===== src/rtl/hazard_pkg.sv =====
// Shared constants and types for the pipeline hazard controller.
// Holds the multiply/divide latencies and the busy-timer state type.
package hazard_pkg;

    localparam logic [3:0] MULT_CYCLES = 4'd5;
    localparam logic [3:0] DIV_CYCLES  = 4'd10;
    localparam logic [1:0] TUSE_NONE   = 2'd3;

    typedef enum logic {
        IDLE = 1'b0,
        BUSY = 1'b1
    } md_state_t;

    // Number of busy cycles for the operation kind.
    function automatic logic [3:0] md_load(input logic div);
        return div ? DIV_CYCLES : MULT_CYCLES;
    endfunction

endpackage


===== src/rtl/hazard_ctrl_md_busy_timer.sv =====
// Multiply/divide occupancy timer.
// Counts down the cycles the unit stays busy after an accepted start.
module md_busy_timer
    import hazard_pkg::*;
(
    input  logic       clk,
    input  logic       reset,
    input  logic       start,
    input  logic       div,
    output logic       busy,
    output logic [3:0] cnt
);

    md_state_t  state;
    md_state_t  state_n;
    logic [3:0] cnt_n;

    // State and counter registers; reset wins over any countdown.
    always_ff @(posedge clk) begin
        if (reset) begin
            state <= IDLE;
            cnt   <= 4'd0;
        end else begin
            state <= state_n;
            cnt   <= cnt_n;
        end
    end

    // Next state: load on start, count down to zero, never below.
    always_comb begin
        state_n = state;
        cnt_n   = cnt;
        unique case (state)
            IDLE: begin
                if (start) begin
                    state_n = BUSY;
                    cnt_n   = md_load(div);
                end
            end
            BUSY: begin
                if (cnt <= 4'd1) begin
                    state_n = IDLE;
                    cnt_n   = 4'd0;
                end else begin
                    cnt_n = cnt - 4'd1;
                end
            end
            default: begin
                state_n = IDLE;
                cnt_n   = 4'd0;
            end
        endcase
    end

    assign busy = (state == BUSY);

endmodule


===== src/rtl/hazard_ctrl.sv =====
// Pipeline hazard controller: data/md stalls, flushes, delay-slot kill.
// Only the md busy timer holds state; everything else is combinational.
module hazard_ctrl
    import hazard_pkg::*;
(
    input  logic       clk,
    input  logic       reset,
    input  logic [4:0] rsD,
    input  logic [4:0] rtD,
    input  logic [1:0] tuse_rs,
    input  logic [1:0] tuse_rt,
    input  logic [4:0] waE,
    input  logic [4:0] waM,
    input  logic [1:0] tnewE,
    input  logic [1:0] tnewM,
    input  logic       md_useD,
    input  logic       md_startE,
    input  logic       md_divE,
    input  logic       strange,
    input  logic       eretM,
    input  logic       xiao,
    output logic       stall,
    output logic       flush_all,
    output logic       nullify,
    output logic       md_busy,
    output logic [3:0] md_cnt
);

    logic hz_rs;
    logic hz_rt;
    logic md_stall;

    // Operand needed before the in-flight producer can forward it.
    always_comb begin
        hz_rs = (rsD != 5'd0) &&
                (((rsD == waE) && (tuse_rs < tnewE)) ||
                 ((rsD == waM) && (tuse_rs < tnewM)));
        hz_rt = (rtD != 5'd0) &&
                (((rtD == waE) && (tuse_rt < tnewE)) ||
                 ((rtD == waM) && (tuse_rt < tnewM)));
    end

    // Priority: flush over stall over nullify.
    always_comb begin
        md_stall  = md_useD && (md_busy || md_startE);
        flush_all = strange || eretM;
        stall     = (hz_rs || hz_rt || md_stall) && !flush_all;
        nullify   = xiao && !stall && !flush_all;
    end

    // A start cancelled by a flush never occupies the unit.
    md_busy_timer u_timer (
        .clk   (clk),
        .reset (reset),
        .start (md_startE && !flush_all),
        .div   (md_divE),
        .busy  (md_busy),
        .cnt   (md_cnt)
    );

endmodule

===== config.mk =====
export PLATFORM = sky130hd
export DESIGN_NAME = hazard_ctrl
export DESIGN_NICKNAME = d
export VERILOG_FILES = /design/src/rtl/hazard_pkg.sv /design/src/rtl/hazard_ctrl_md_busy_timer.sv /design/src/rtl/hazard_ctrl.sv
export SDC_FILE = /design/constraint.sdc
export NUM_CORES = 1
export LEC_CHECK = 0
export CAP_MARGIN = 40
export CORE_MARGIN = 2
export CORE_UTILIZATION = 38
export CTS_BUF_LIST = sky130_fd_sc_hd__clkbuf_4 sky130_fd_sc_hd__clkbuf_8
export CTS_CLUSTER_SIZE = 8
export DETAILED_ROUTE_END_ITERATION = 7
export MAX_ROUTING_LAYER = met4
export PLACE_DENSITY = 0.8
export REMOVE_ABC_BUFFERS = 1
export SYNTH_ARGS = -nofsm -noshare
export SYNTH_HDL_FRONTEND = slang
export SYNTH_HIERARCHICAL = 1
export SYNTH_SLANG_ARGS = --single-unit

===== constraint.sdc =====
create_clock -name clk -period 1.9 [get_ports clk]
set_input_delay 0.38 -clock clk [delete_from_list [all_inputs] [get_ports clk]]
set_output_delay 0.38 -clock clk [all_outputs]
set_load 0.005 [all_outputs]

==> results of run 1 <==
[worst min-delay path: stages, from the launching register on]
cell and delay [ns]:
dfxtp_1 0.33, inv_1 0.11, a221oi_1 0.09
[synthesized netlist by cell type]
cell / instances / area (um2)
a2111oi_0: 1 / 8.76
a2111oi_1: 3 / 30.0
a211o_1: 1 / 8.76
a211oi_1: 3 / 22.5
a21o_1: 1 / 7.51
a21oi_1: 1 / 5.00
a221oi_1: 2 / 17.5
a31oi_1: 1 / 6.26
and2_1: 1 / 6.26
and3_1: 2 / 12.5
buf_2: 1 / 5.00
buf_6: 1 / 11.3
dfxtp_1: 5 / 100
ha_1: 6 / 75.1
inv_1: 7 / 26.3
nand2_1: 4 / 15.0
nand2b_1: 3 / 18.8
nand3_1: 2 / 10.0
nand4_1: 2 / 12.5
nor2_1: 4 / 15.0
nor3_1: 4 / 20.0
o21ai_0: 1 / 5.00
o22ai_1: 1 / 6.26
o2bb2ai_1: 1 / 8.76
o311ai_0: 3 / 26.3
o311ai_1: 1 / 8.76
or2_2: 1 / 6.26
or2b_1: 2 / 15.0
or4_1: 2 / 15.0
or4b_1: 1 / 10.0
xnor2_1: 16 / 140
xor2_1: 4 / 35.0
[power breakdown]
group / total (mW) / switching (mW) / internal [mW]
logic: 0.335 / 0.154 / 0.181
registers: 0.129 / 0.0151 / 0.114
clock network: 0.138 / 0.0443 / 0.0937
[final timing paths]
path	to	slack, ns	depth (start not counted)
worst max-delay path	stall	-0.13	6
worst min-delay path	u_timer/cnt[1]$_SDFFE_PP0P_	0.59	2
worst max register to register	u_timer/cnt[0]$_SDFFE_PP0P_	0.19	5
worst min register to register	u_timer/cnt[1]$_SDFFE_PP0P_	0.59	2
[through the flow]
step | utilization (%) | instances | hold slack (ns)
3_5_place_dp | 72.3 | 168 | 0.563
5_1_grt | 84.4 | 173 | 0.613
3_3_place_gp | 72.3 | 168 | 0.553
6_report | 84.4 | 173 | 0.588
4_1_cts | 83.5 | 173 | 0.571
2_1_floorplan | - | 86 | 0.453
[placed cells by master (no fill, tap or decap), types with 4 or more instances in the layout]
cell,netlist,routed
buf_4,0,14
clkdlybuf4s50_1,0,13
buf_2,1,13
xnor2_1,16,12
inv_1,7,5
clkbuf_2,0,5
dfxtp_1,5,5
a2111oi_4,0,4
xnor2_2,0,4
ha_4,0,4
clkbuf_4,0,4
clkdlybuf4s15_2,0,4
nor3_1,4,4
[layer usage]
layer	track usage, %	vias up	part of all wire (%)
met2	56.5	59	52
li1	-	448	-
met3	3.85	15	5.8
met5	-	-	0
met4	16.7	0	3.3
met1	33.4	457	39
[sequential cells by signal, indices dropped and copies added, names as in the netlist]
name          count
u_timer/cnt       4
u_timer/busy      1
[timing repair]
action / in CTS / in global routing
setup endpoints to repair: 2 / 3
resized for setup: 120 / 26
pin swaps: 26 / 18
setup buffers: 1 / 0
hold endpoints to repair: 0 / 0
[layout make-up]
type | count | area, um2 | area share [%]
multi-input combinational | 74 | 797 | 54.1
timing repair buffer | 58 | 474 | 32.2
sequential | 5 | 100 | 6.79
inverter | 7 | 41.3 | 2.80
tap | 25 | 31.3 | 2.12
clock buffer | 4 | 30.0 | 2.04
[cell families after synthesis]
kind of cell,count (synthesis)
buf+inv,9
compound gates,20
flops,5
simple gates,28
fa+ha+maj,6
xor+xnor,20
==> impl_metrics.env, run 1 <==
export IMPL_outcome="finished, violations left"
export IMPL_violations="setup timing"
export IMPL_power_density_nw_per_um2=409
export IMPL_routed_wl_um=3100
export IMPL_worstSetupPathType="input pin to output port"
export IMPL_yosysUniqueCellTypes=32
export IMPL_final_setup_tns_ns=-0.250
export IMPL_cts_tree="built"
export IMPL_cts_root_buffer="clkbuf_4"
export IMPL_critPathMaxFanout=2
export IMPL_worstPathCellList="clkdlybuf4s15_1, or2b_1, a2111oi_4, o22ai_2, a31oi_1, buf_2"
export IMPL_grt_pass1_wl_um=4670
export IMPL_first_global_vias=1007
export IMPL_vias=979
export IMPL_critPathRequiredTime_ns=1.52
export IMPL_routed_via_density=5.66
export IMPL_cts_hold_buf=0
export IMPL_startpoint_type="input pin"
export IMPL_ys_warn_count=6
export IMPL_grt_total_usage_pct=31.7
export IMPL_setup_viol=2
export IMPL_cpMaxStageDelayCell="a2111oi_4"
export IMPL_cp_top_family="compound AO/OA/AOI/OAI gates"
export IMPL_hp_start="u_timer/cnt[1]$_SDFFE_PP0P_"
export IMPL_p_leak_nw=0.591
export IMPL_ys_seq_area_share_pct=14.1
export IMPL_worst_slack_ns=-0.127
export IMPL_cts_buffer_depth=2
export IMPL_yosys_mux_area_fraction_pct=0
export IMPL_drt_wirelength_per_cell_um=17.9
export IMPL_avgSynthCellArea_um2=8.08
export IMPL_worstHoldPathType="flop to flop"
export IMPL_postLayoutCellArea_um2=1470
export IMPL_fin_crit_ns=2.03
export IMPL_area_growth_syn_to_layout_pct=107
export IMPL_cts_sinks=5
export IMPL_gp_congestion=0.841
export IMPL_final_layout_size_suffix_gt1_share_pct=48.0
export IMPL_synth_top_family_by_area="XOR/XNOR gates"
export IMPL_grt_antenna_before_repair=0
export IMPL_dp_hpwl_um=1860
export IMPL_overflow=0
export IMPL_htreeDepth=1
export IMPL_finalHoldViolations=0
export IMPL_clock_skew_ns=0.00135
export IMPL_placed_cell_area_um2=1260
export IMPL_die_w_um=47.2
export IMPL_drt_iter0_drc=13
export IMPL_worstSetupEndpointType="output port"
export IMPL_fp_coreArea_um2=1750
export IMPL_clock_fmax_ghz=0.493
export IMPL_arrival_ns=1.65
export IMPL_drc_errors=0
export IMPL_worstSkewPairLatency_ns=0.24
export IMPL_cts_made_buffers=3
export IMPL_reg2reg_from="u_timer/cnt[0]$_SDFFE_PP0P_"
export IMPL_ys_ff_latch=5
export IMPL_drv_slew=0
export IMPL_syn_inst=88
export IMPL_ioPinCount=44
export IMPL_nNetsFinal=191
export IMPL_synth_simple_area_share_pct=22.0
export IMPL_fillers=97
export IMPL_rsz0062_at_grt="true"
export IMPL_synth_compound_area_share_pct=22.7
export IMPL_syn_area_um2=711
export IMPL_grt_max_degree=12
export IMPL_max_stage_delay_ns=0.32
export IMPL_fp_dieH_um=47.2
export IMPL_drtAntennaViolNets=0
export IMPL_worstMarginPinSlew_ns=0.371
export IMPL_die_area_um2=2230
export IMPL_power_total_mw=0.602
export IMPL_maxCapViolations=0
export IMPL_path_buf_inv=2
export IMPL_min_period_over_period_pct=107
export IMPL_crit_path_start="tuse_rs[0]"
export IMPL_firstDrtPassIters=4
export IMPL_synth_fa_ha_area_share_pct=10.6
export IMPL_place_ws_ns=-1.01
export IMPL_clkTransAtPathRegs_ns=0.04
export IMPL_slew_headroom_pct=75.0
export IMPL_port_buffers=43
export IMPL_antennaDiodeCount=0
export IMPL_yosys_area_share_xor_xnor_pct=24.6
export IMPL_start_util_pct=40.7
export IMPL_rows=15
export IMPL_vdd_drop_max_uv=288
(Power assumes the default switching activity.)
==> run 2: changes to the inputs <==
--- a/config.mk
+++ b/config.mk
@@ -14,6 +14,7 @@
 export MAX_ROUTING_LAYER = met4
 export PLACE_DENSITY = 0.8
 export REMOVE_ABC_BUFFERS = 1
+export SKIP_LAST_GASP = 1
 export SYNTH_ARGS = -nofsm -noshare
 export SYNTH_HDL_FRONTEND = slang
 export SYNTH_HIERARCHICAL = 1
==> impl_metrics.env, run 2 (same netlist as run 1, synthesis figures left out) <==
export IMPL_grt_antenna_before_repair=0
export IMPL_met1_length_um=1200
export IMPL_routed_top_layer="met4"
export IMPL_drv_slew=0
export IMPL_grt_max_degree=12
export IMPL_rows=15
export IMPL_final_layout_size_suffix_gt1_share_pct=48.0
export IMPL_firstDrtPassIters=4
export IMPL_clkTransAtPathRegs_ns=0.04
export IMPL_worstSetupPathType="input pin to output port"
export IMPL_vias=979
export IMPL_antennaDiodeCount=0
export IMPL_overflow=0
export IMPL_die_w_um=47.2
export IMPL_drt_iter0_drc=13
export IMPL_cts_buffer_depth=2
export IMPL_power_total_mw=0.602
export IMPL_drtAntennaViolNets=0
export IMPL_min_period_over_period_pct=107
export IMPL_worstHoldPathCells=2
export IMPL_drt_wirelength_per_cell_um=17.9
export IMPL_worstSkewPairLatency_ns=0.24
export IMPL_combPwrFrac_pct=55.6
export IMPL_port_buffers=43
export IMPL_finalNonFillerCells=173
export IMPL_nNetsFinal=191
export IMPL_p_int_mw=0.389
export IMPL_violations="setup timing"
export IMPL_p_sw_mw=0.214
export IMPL_routed_wl_um=3100
export IMPL_start_util_pct=40.7
export IMPL_largest_reg_flops=4
export IMPL_p_leak_nw=0.591
export IMPL_dp_hpwl_um=1860
export IMPL_fp_coreArea_um2=1750
export IMPL_finalHoldViolations=0
export IMPL_fp_dieH_um=47.2
export IMPL_final_setup_tns_ns=-0.250
export IMPL_worstSetupEndpointType="output port"
export IMPL_wl_met3_um=180
export IMPL_area_growth_syn_to_layout_pct=107
export IMPL_critPathMaxFanout=2
export IMPL_setup_viol=2
export IMPL_r2r_cells=5
export IMPL_critPathRequiredTime_ns=1.52
export IMPL_final_cell_mix="buf_4 (14), clkdlybuf4s50_1 (13), buf_2 (13)"
export IMPL_cts_made_buffers=3
export IMPL_power_frac_seq_pct=21.5
export IMPL_fin_util_pct=84.4
export IMPL_die_area_um2=2230
export IMPL_fillers=97
export IMPL_routed_via_density=5.66
export IMPL_p_sw_share_pct=35.5
export IMPL_largest_register="u_timer/cnt"
export IMPL_grt_pass1_wl_um=4670
export IMPL_htreeDepth=1
export IMPL_cts_tree="built"
export IMPL_arrival_ns=1.65
export IMPL_clkPwrFrac_pct=22.9
export IMPL_worstMarginPinSlew_ns=0.371
export IMPL_maxCapViolations=0
export IMPL_dp_cells=168
export IMPL_power_density_nw_per_um2=409
export IMPL_outcome="finished, violations left"
export IMPL_cts_sinks=5
export IMPL_final_common_cell="buf_4"
export IMPL_rsz0062_at_grt="true"
export IMPL_clock_fmax_ghz=0.493
export IMPL_drc_errors=0
export IMPL_fin_crit_ns=2.03
export IMPL_grt_total_usage_pct=31.7
export IMPL_gp_congestion=0.841
export IMPL_cts_root_buffer="clkbuf_4"
export IMPL_worst_slack_ns=-0.127
export IMPL_vdd_drop_max_uv=288
export IMPL_slew_headroom_pct=75.0
export IMPL_ioPinCount=44
export IMPL_clock_skew_ns=0.00135
export IMPL_worstHoldPathType="flop to flop"
export IMPL_startpoint_type="input pin"
export IMPL_routed_wl_met2_um=1610
export IMPL_first_global_vias=1007
[run 2: cell counts in the layout (fill, tap and decap cells not counted)]
No cell type changed its count.
[run 2: path summary, 6_finish.rpt]
kind,endpoint,start,slack (ns)
setup / recovery,stall,tuse_rs[0],-0.13
hold reg to reg,u_timer/cnt[1]$_SDFFE_PP0P_,u_timer/cnt[1]$_SDFFE_PP0P_,0.59
setup reg to reg,u_timer/cnt[0]$_SDFFE_PP0P_,u_timer/cnt[0]$_SDFFE_PP0P_,0.19
hold / removal,u_timer/cnt[1]$_SDFFE_PP0P_,u_timer/cnt[1]$_SDFFE_PP0P_,0.59
[run 2: power by group through the flow]
stage          registers [mW]  logic [mW]  clock network, mW
2_1_floorplan           0.130      0.0983                  0
3_3_place_gp            0.129       0.249                  0
3_5_place_dp            0.130       0.258                  0
4_1_cts                 0.128       0.303              0.144
5_1_grt                 0.131       0.355              0.151
6_report                0.129       0.335              0.138
[run 2: routing by layer]
| metal | vias up | global-route usage, % |
|---|---|---|
| li1 | 448 | - |
| met1 | 457 | 33.4 |
| met2 | 59 | 56.5 |
| met3 | 15 | 3.85 |
| met4 | 0 | 16.7 |
| met5 | - | - |
[run 2: area by class of cell]
cell class | count | area (um2) | share of cell area, %
Multi-Input combinational cell | 74 | 797 | 54.1
Timing Repair Buffer | 58 | 474 | 32.2
Sequential cell | 5 | 100 | 6.79
Inverter | 7 | 41.3 | 2.80
Tap cell | 25 | 31.3 | 2.12
Clock buffer | 4 | 30.0 | 2.04
[run 2: critical path, stage by stage]
cell	delay (ns)
clkdlybuf4s15_1	0.20
or2b_1	0.29
a2111oi_4	0.32
o22ai_2	0.15
a31oi_1	0.17
buf_2	0.14
[run 2: per-stage QoR]
step | hold WS, ns | worst slack, ns | instance area [um2]
after floorplan | 0.453 | 0.118 | 694
after global placement | 0.553 | -0.966 | 1260
after detailed placement | 0.563 | -1.01 | 1260
after CTS | 0.571 | -0.129 | 1460
after global routing | 0.613 | -0.239 | 1470
final | 0.588 | -0.127 | 1470
[run 2: timing repair]
action | CTS | global route
gates resized for setup | 120 | 26
hold buffers | 0 | 0
pin swaps | 26 | 18
setup endpoints to repair | 2 | 3
buffers inserted | 1 | 0
==> run 3: changes to the inputs <==
--- a/config.mk
+++ b/config.mk
@@ -5,12 +5,13 @@
 export SDC_FILE = /design/constraint.sdc
 export NUM_CORES = 1
 export LEC_CHECK = 0
-export CAP_MARGIN = 40
+export CAP_MARGIN = 20
 export CORE_MARGIN = 2
 export CORE_UTILIZATION = 38
 export CTS_BUF_LIST = sky130_fd_sc_hd__clkbuf_4 sky130_fd_sc_hd__clkbuf_8
 export CTS_CLUSTER_SIZE = 8
 export DETAILED_ROUTE_END_ITERATION = 7
+export GPL_ROUTABILITY_DRIVEN = 0
 export MAX_ROUTING_LAYER = met4
 export PLACE_DENSITY = 0.8
 export REMOVE_ABC_BUFFERS = 1
==> results of run 3 <==
The final DEF is identical to that of run 2; final timing and power are the same.
